File: config.mk
export PLATFORM = sky130hd
export DESIGN_NAME = pe_msg_feeder
export DESIGN_NICKNAME = d
export VERILOG_FILES = /design/src/rtl/pe_msg_feeder.sv
export SDC_FILE = /design/constraint.sdc
export NUM_CORES = 1
export LEC_CHECK = 0
export ABC_AREA = 1
export CORE_MARGIN = 4
export CORE_UTILIZATION = 50
export DETAILED_ROUTE_END_ITERATION = 10
export PLACE_DENSITY = 0.8
export SLEW_MARGIN = 30
export SYNTH_ARGS = -nofsm -noshare
export SYNTH_HDL_FRONTEND = slang
export SYNTH_SLANG_ARGS = --single-unit
File: constraint.sdc
create_clock -name i_clk -period 2.7 [get_ports i_clk]
set_input_delay 0.54 -clock i_clk [delete_from_list [all_inputs] [get_ports i_clk]]
set_output_delay 0.54 -clock i_clk [all_outputs]
set_load 0.01 [all_outputs]
File: src/rtl/pe_msg_feeder.sv
// pe_msg_feeder: transmit side of the PE edge interface.
// For each job it sends one weight message, then LEN activation beats, where
// every beat pairs an activation message with a part_prod seed. Each output
// channel is a registered val/rdy pair that holds its value and data until it fires.

module pe_msg_feeder #(
  parameter int BIT_WIDTH = 8,
  parameter int MAX_LEN   = 8,
  localparam int LW       = $clog2(MAX_LEN + 1)
) (
  input  logic                 i_clk,
  input  logic                 i_rst_n,

  input  logic [BIT_WIDTH-1:0] i_job_weight,
  input  logic [BIT_WIDTH-1:0] i_job_seed,
  input  logic [LW-1:0]        i_job_len,
  input  logic                 i_job_val,
  output logic                 o_job_rdy,

  input  logic [BIT_WIDTH-1:0] i_act,
  input  logic                 i_act_val,
  output logic                 o_act_rdy,

  output logic [BIT_WIDTH:0]   o_msg_send,
  output logic                 o_msg_send_val,
  input  logic                 i_msg_send_rdy,

  output logic [BIT_WIDTH-1:0] o_part_prod_send,
  output logic                 o_part_prod_send_val,
  input  logic                 i_part_prod_send_rdy,

  output logic                 o_busy,
  output logic                 o_done
);

  typedef enum logic [1:0] {
    IDLE,
    SEND_W,
    STREAM
  } state_e;

  localparam logic [LW-1:0] LEN_MAX = LW'(MAX_LEN);
  localparam logic [LW-1:0] ONE     = LW'(1);

  state_e               state_q, state_d;
  logic [BIT_WIDTH-1:0] seed_q, seed_d;
  logic [LW-1:0]        len_q, len_d;
  logic [LW-1:0]        loaded_q, loaded_d;
  logic [LW-1:0]        sent_q, sent_d;
  logic [BIT_WIDTH:0]   msgData_q, msgData_d;
  logic                 msgVal_q, msgVal_d;
  logic [BIT_WIDTH-1:0] ppData_q, ppData_d;
  logic                 ppVal_q, ppVal_d;
  logic                 done_q, done_d;

  logic                 msgFire;
  logic                 ppFire;
  logic                 beatPending;
  logic                 beatDone;
  logic                 actRdy;
  logic                 actFire;
  logic                 lastBeat;
  logic [LW-1:0]        jobLenSat;

  // Handshake decode: a beat is complete once every channel still holding it fires.
  always_comb begin
    msgFire     = msgVal_q && i_msg_send_rdy;
    ppFire      = ppVal_q && i_part_prod_send_rdy;
    beatPending = (state_q == STREAM) && (msgVal_q || ppVal_q);
    beatDone    = beatPending && (!msgVal_q || msgFire) && (!ppVal_q || ppFire);
    actRdy      = (state_q == STREAM) && (loaded_q < len_q) && (!beatPending || beatDone);
    actFire     = actRdy && i_act_val;
    lastBeat    = beatDone && ((sent_q + ONE) == len_q);
    jobLenSat   = (i_job_len > LEN_MAX) ? LEN_MAX : i_job_len;
  end

  // Next-state logic for the job FSM and the two output channel registers.
  always_comb begin
    state_d   = state_q;
    seed_d    = seed_q;
    len_d     = len_q;
    loaded_d  = loaded_q;
    sent_d    = sent_q;
    msgData_d = msgData_q;
    msgVal_d  = msgVal_q;
    ppData_d  = ppData_q;
    ppVal_d   = ppVal_q;
    done_d    = 1'b0;

    case (state_q)
      IDLE: begin
        if (i_job_val) begin
          seed_d    = i_job_seed;
          len_d     = jobLenSat;
          loaded_d  = '0;
          sent_d    = '0;
          msgData_d = {1'b1, i_job_weight};
          msgVal_d  = 1'b1;
          state_d   = SEND_W;
        end
      end

      SEND_W: begin
        if (msgFire) begin
          msgVal_d = 1'b0;
          loaded_d = '0;
          sent_d   = '0;
          if (len_q == '0) begin
            state_d = IDLE;
            done_d  = 1'b1;
          end else begin
            state_d = STREAM;
          end
        end
      end

      STREAM: begin
        if (msgFire) begin
          msgVal_d = 1'b0;
        end
        if (ppFire) begin
          ppVal_d = 1'b0;
        end
        if (beatDone) begin
          sent_d = sent_q + ONE;
        end
        if (actFire) begin
          msgData_d = {1'b0, i_act};
          msgVal_d  = 1'b1;
          ppData_d  = seed_q;
          ppVal_d   = 1'b1;
          loaded_d  = loaded_q + ONE;
        end
        if (lastBeat) begin
          state_d = IDLE;
          done_d  = 1'b1;
        end
      end

      default: begin
        state_d  = IDLE;
        msgVal_d = 1'b0;
        ppVal_d  = 1'b0;
      end
    endcase
  end

  // State and channel registers with synchronous active-low reset.
  always_ff @(posedge i_clk) begin
    if (!i_rst_n) begin
      state_q   <= IDLE;
      seed_q    <= '0;
      len_q     <= '0;
      loaded_q  <= '0;
      sent_q    <= '0;
      msgData_q <= '0;
      msgVal_q  <= 1'b0;
      ppData_q  <= '0;
      ppVal_q   <= 1'b0;
      done_q    <= 1'b0;
    end else begin
      state_q   <= state_d;
      seed_q    <= seed_d;
      len_q     <= len_d;
      loaded_q  <= loaded_d;
      sent_q    <= sent_d;
      msgData_q <= msgData_d;
      msgVal_q  <= msgVal_d;
      ppData_q  <= ppData_d;
      ppVal_q   <= ppVal_d;
      done_q    <= done_d;
    end
  end

  assign o_job_rdy            = (state_q == IDLE);
  assign o_busy               = (state_q != IDLE);
  assign o_done               = done_q;
  assign o_act_rdy            = actRdy;
  assign o_msg_send           = msgData_q;
  assign o_msg_send_val       = msgVal_q;
  assign o_part_prod_send     = ppData_q;
  assign o_part_prod_send_val = ppVal_q;

endmodule

==> impl_metrics.yaml <==
run_status:
  status: "complete, no violations"
setup_path:
  crit_buf_inv: 4
  cp_cell_sequence: "clkdlybuf4s50_1, inv_1, nand2_1, nand2_1, nor2_4, nand2_1, inv_1, clkdlybuf4s50_1"
  critPathMaxStageDelay_ps: 530
  slowest_stage: "clkdlybuf4s50_1"
  cp_data_arrival_time_ps: 2040
  cp-end-kind: "primary output"
  worstSetupStartpointType: "primary input"
  path_common_cell: "nand2_1"
  critPathTopFamily: "buffers and inverters"
  cp.required_ps: 2160
  critical_path_class: "primary input to primary output"
  cp_max_fo: 3
final_layout:
  layout_common_cells: "nand2_1, clkdlybuf4s50_1, nor2_1"
  layout.nets: 383
  fill_cells: 364
  layout_commonest_cell: "nand2_1"
  diodes: 0
  drive_gt1_share_pct: 7.92
  fin_util_pct: 69.0
  area_growth_syn_to_layout_pct: 31.9
synthesis:
  synth_area_um2: 2120
  synthCells: 284
  synthFlopType: "dfxtp_1"
  ys_warn_count: 0
  syn_nets: 327
  synth-seq-cells: 42
  synth_area_per_cell_um2: 7.48
  synthArstFlopShare_pct: 0
  yosysUniqueCellTypes: 35
  ys_seq_area_share_pct: 39.6
  synth_edf_count: 0
timing:
  hold_ws_ps: 463
  fin_crit_sh_pct: 95.6
  worst_pin_slew_ps: 524
  fin_worst_skew_ps: 5.09
  hold_viol: 0
  finalSetupViolations: 0
  fmax_mhz: 387
  slew_viol_final: 0
  slew_headroom_pct: 64.8
  setup_tns_ps: 0
  rsz0062_at_grt: "false"
  min_period_ps: 2580
clock_tree:
  tritoncts: "built"
  cts_resized: 0
  postCtsHoldBufs: 0
  clk_path_buf_depth: 2
  htreeDepth: 2
  numCtsBuffers: 5
  clkLatencyLatePin_ps: 300
  cts.sinks: 42
  cts_setup_buffers: 0
  path_clk_slew_ps: 80
  root_buffer: "clkbuf_8"
die:
  fp.dieH_um: 73.2
  core-area_um2: 4060
  fp.dieArea_um2: 5350
  ios: 57
  die_w_um: 73.2
  num_rows: 23
  initial_core_util_pct: 52.3
flow_run:
  drv_cap: 0
hold_path:
  hold_path_class: "register to register"
power_and_ir_drop:
  ir_drop_mv: 0.370
  switchingPower_w: 0.000485
  intPower_w: 0.00108
  pwr-share-clk_pct: 26.8
  switching_share_pct: 30.9
  powerDensity_nw_per_um2: 559
  p_leak_nw: 1.13
  pwr-share-seq_pct: 45.8
  comb_power_share_pct: 27.3
grt:
  grt_max_degree: 22
  overflow: 0
  antenna_found_initial: 0
  grt_pass1_wl_mm: 8.16
  grtUsageTotal_pct: 19.8
  grt_pass1_vias: 1782
route:
  via_per_inst: 5.02
  antenna_left: 0
  drc: 0
  drtIter0Drc: 65
  wl_per_cell_um: 12.7
  vias: 1963
  drt_wl_total_mm: 4.96
  first_pass_iters: 6
placement:
  gp_congestion: 0.863
  dp_hpwl_mm: 3.68
  portBuffers: 56
[synth_stat cells, drive strengths merged (3+ instances only)]
master  number  area share (%)
a21oi       18             4.8
a221oi       3             1.2
a22oi        3             1.1
buf          6             1.9
clkbuf       3            0.53
dfxtp       42              40
ha           9             5.3
inv         24             4.4
mux2i        8             3.8
nand2       69              13
nand3       19             5.5
nand4        4             1.2
nor2        51             9.8
o21ai       16             4.5
[path summary, 6_finish.rpt]
path | start | to | slack [ps] | cells after the start
min | seed_q[1]$_SDFFE_PN0P_ | o_part_prod_send[1]$_SDFFE_PN0P_ | 460 | 2
min reg2reg | seed_q[1]$_SDFFE_PN0P_ | o_part_prod_send[1]$_SDFFE_PN0P_ | 460 | 2
max | i_msg_send_rdy | o_act_rdy | 120 | 8
max reg2reg | state_q[0]$_SDFFE_PN0P_ | state_q[0]$_SDFFE_PN0P_ | 690 | 13
[power by group through the flow]
stage | combinational, W | sequential (W) | clock, W
6_report | 0.000428 | 0.000718 | 0.000420
5_1_grt | 0.000475 | 0.000726 | 0.000455
4_1_cts | 0.000430 | 0.000718 | 0.000428
3_5_place_dp | 0.000427 | 0.000731 | 0
3_3_place_gp | 0.000419 | 0.000730 | 0
2_1_floorplan | 0.000244 | 0.000739 | 0
[sequential cells by signal, indices dropped and copies added (netlist names)]
| name | cells |
|---|---|
| sent_q | 4 |
| o_msg_send_val | 1 |
| loaded_q | 4 |
| o_msg_send | 9 |
| o_part_prod_send | 8 |
| len_q | 4 |
| seed_q | 8 |
| o_done | 1 |
| state_q | 2 |
| o_part_prod_send_val | 1 |
[metrics by stage]
step	worst slack, ps	total power (W)	instance area, µm²	std cells
2_1_floorplan	1040	0.000984	2120	284
3_3_place_gp	126	0.00115	2710	383
3_5_place_dp	121	0.00116	2710	383
4_1_cts	105	0.00158	2800	391
5_1_grt	23.0	0.00166	2800	391
6_report	118	0.00157	2800	391
[metal layers]
layer / GRT usage, % / routed length (µm) / up-vias
met1: 24.9 / 2310 / 901
li1: - / - / 1030
met2: 31.8 / 2440 / 26
met4: 6.56 / 53 / 0
met3: 6.34 / 161 / 6
met5: 0 / 0 / -
[area by class of cell]
cell class	count	area, µm²	share of cell area (%)
multi-input cells	207	1120	40.2
flip-flops and latches	42	841	30.0
repair buffers	58	576	20.6
inverters	26	105	3.75
clock buffers	7	86.3	3.08
well taps	50	62.6	2.23
clock inverters	1	5.00	0.179
[logic make-up after synthesis]
logic type	Yosys count	share of synthesized area (%)
buf+inv	35	7.42
fa+ha+maj	9	5.30
xor+xnor	2	0.825
mux	8	3.77
simple gates	146	30.8
compound gates	42	12.3
flops	42	39.6
[worst register-to-register path, delay by kind of cell (launching register included)]
family / cells / cell delay [ps]
AND/OR/NAND/NOR: 9 / 870
buffers and inverters: 2 / 400
flip-flops: 1 / 330
adder cells (fa/ha/maj): 1 / 230
AO/OA/AOI/OAI: 1 / 130
No activity file was read; power rests on OpenSTA's default activity.
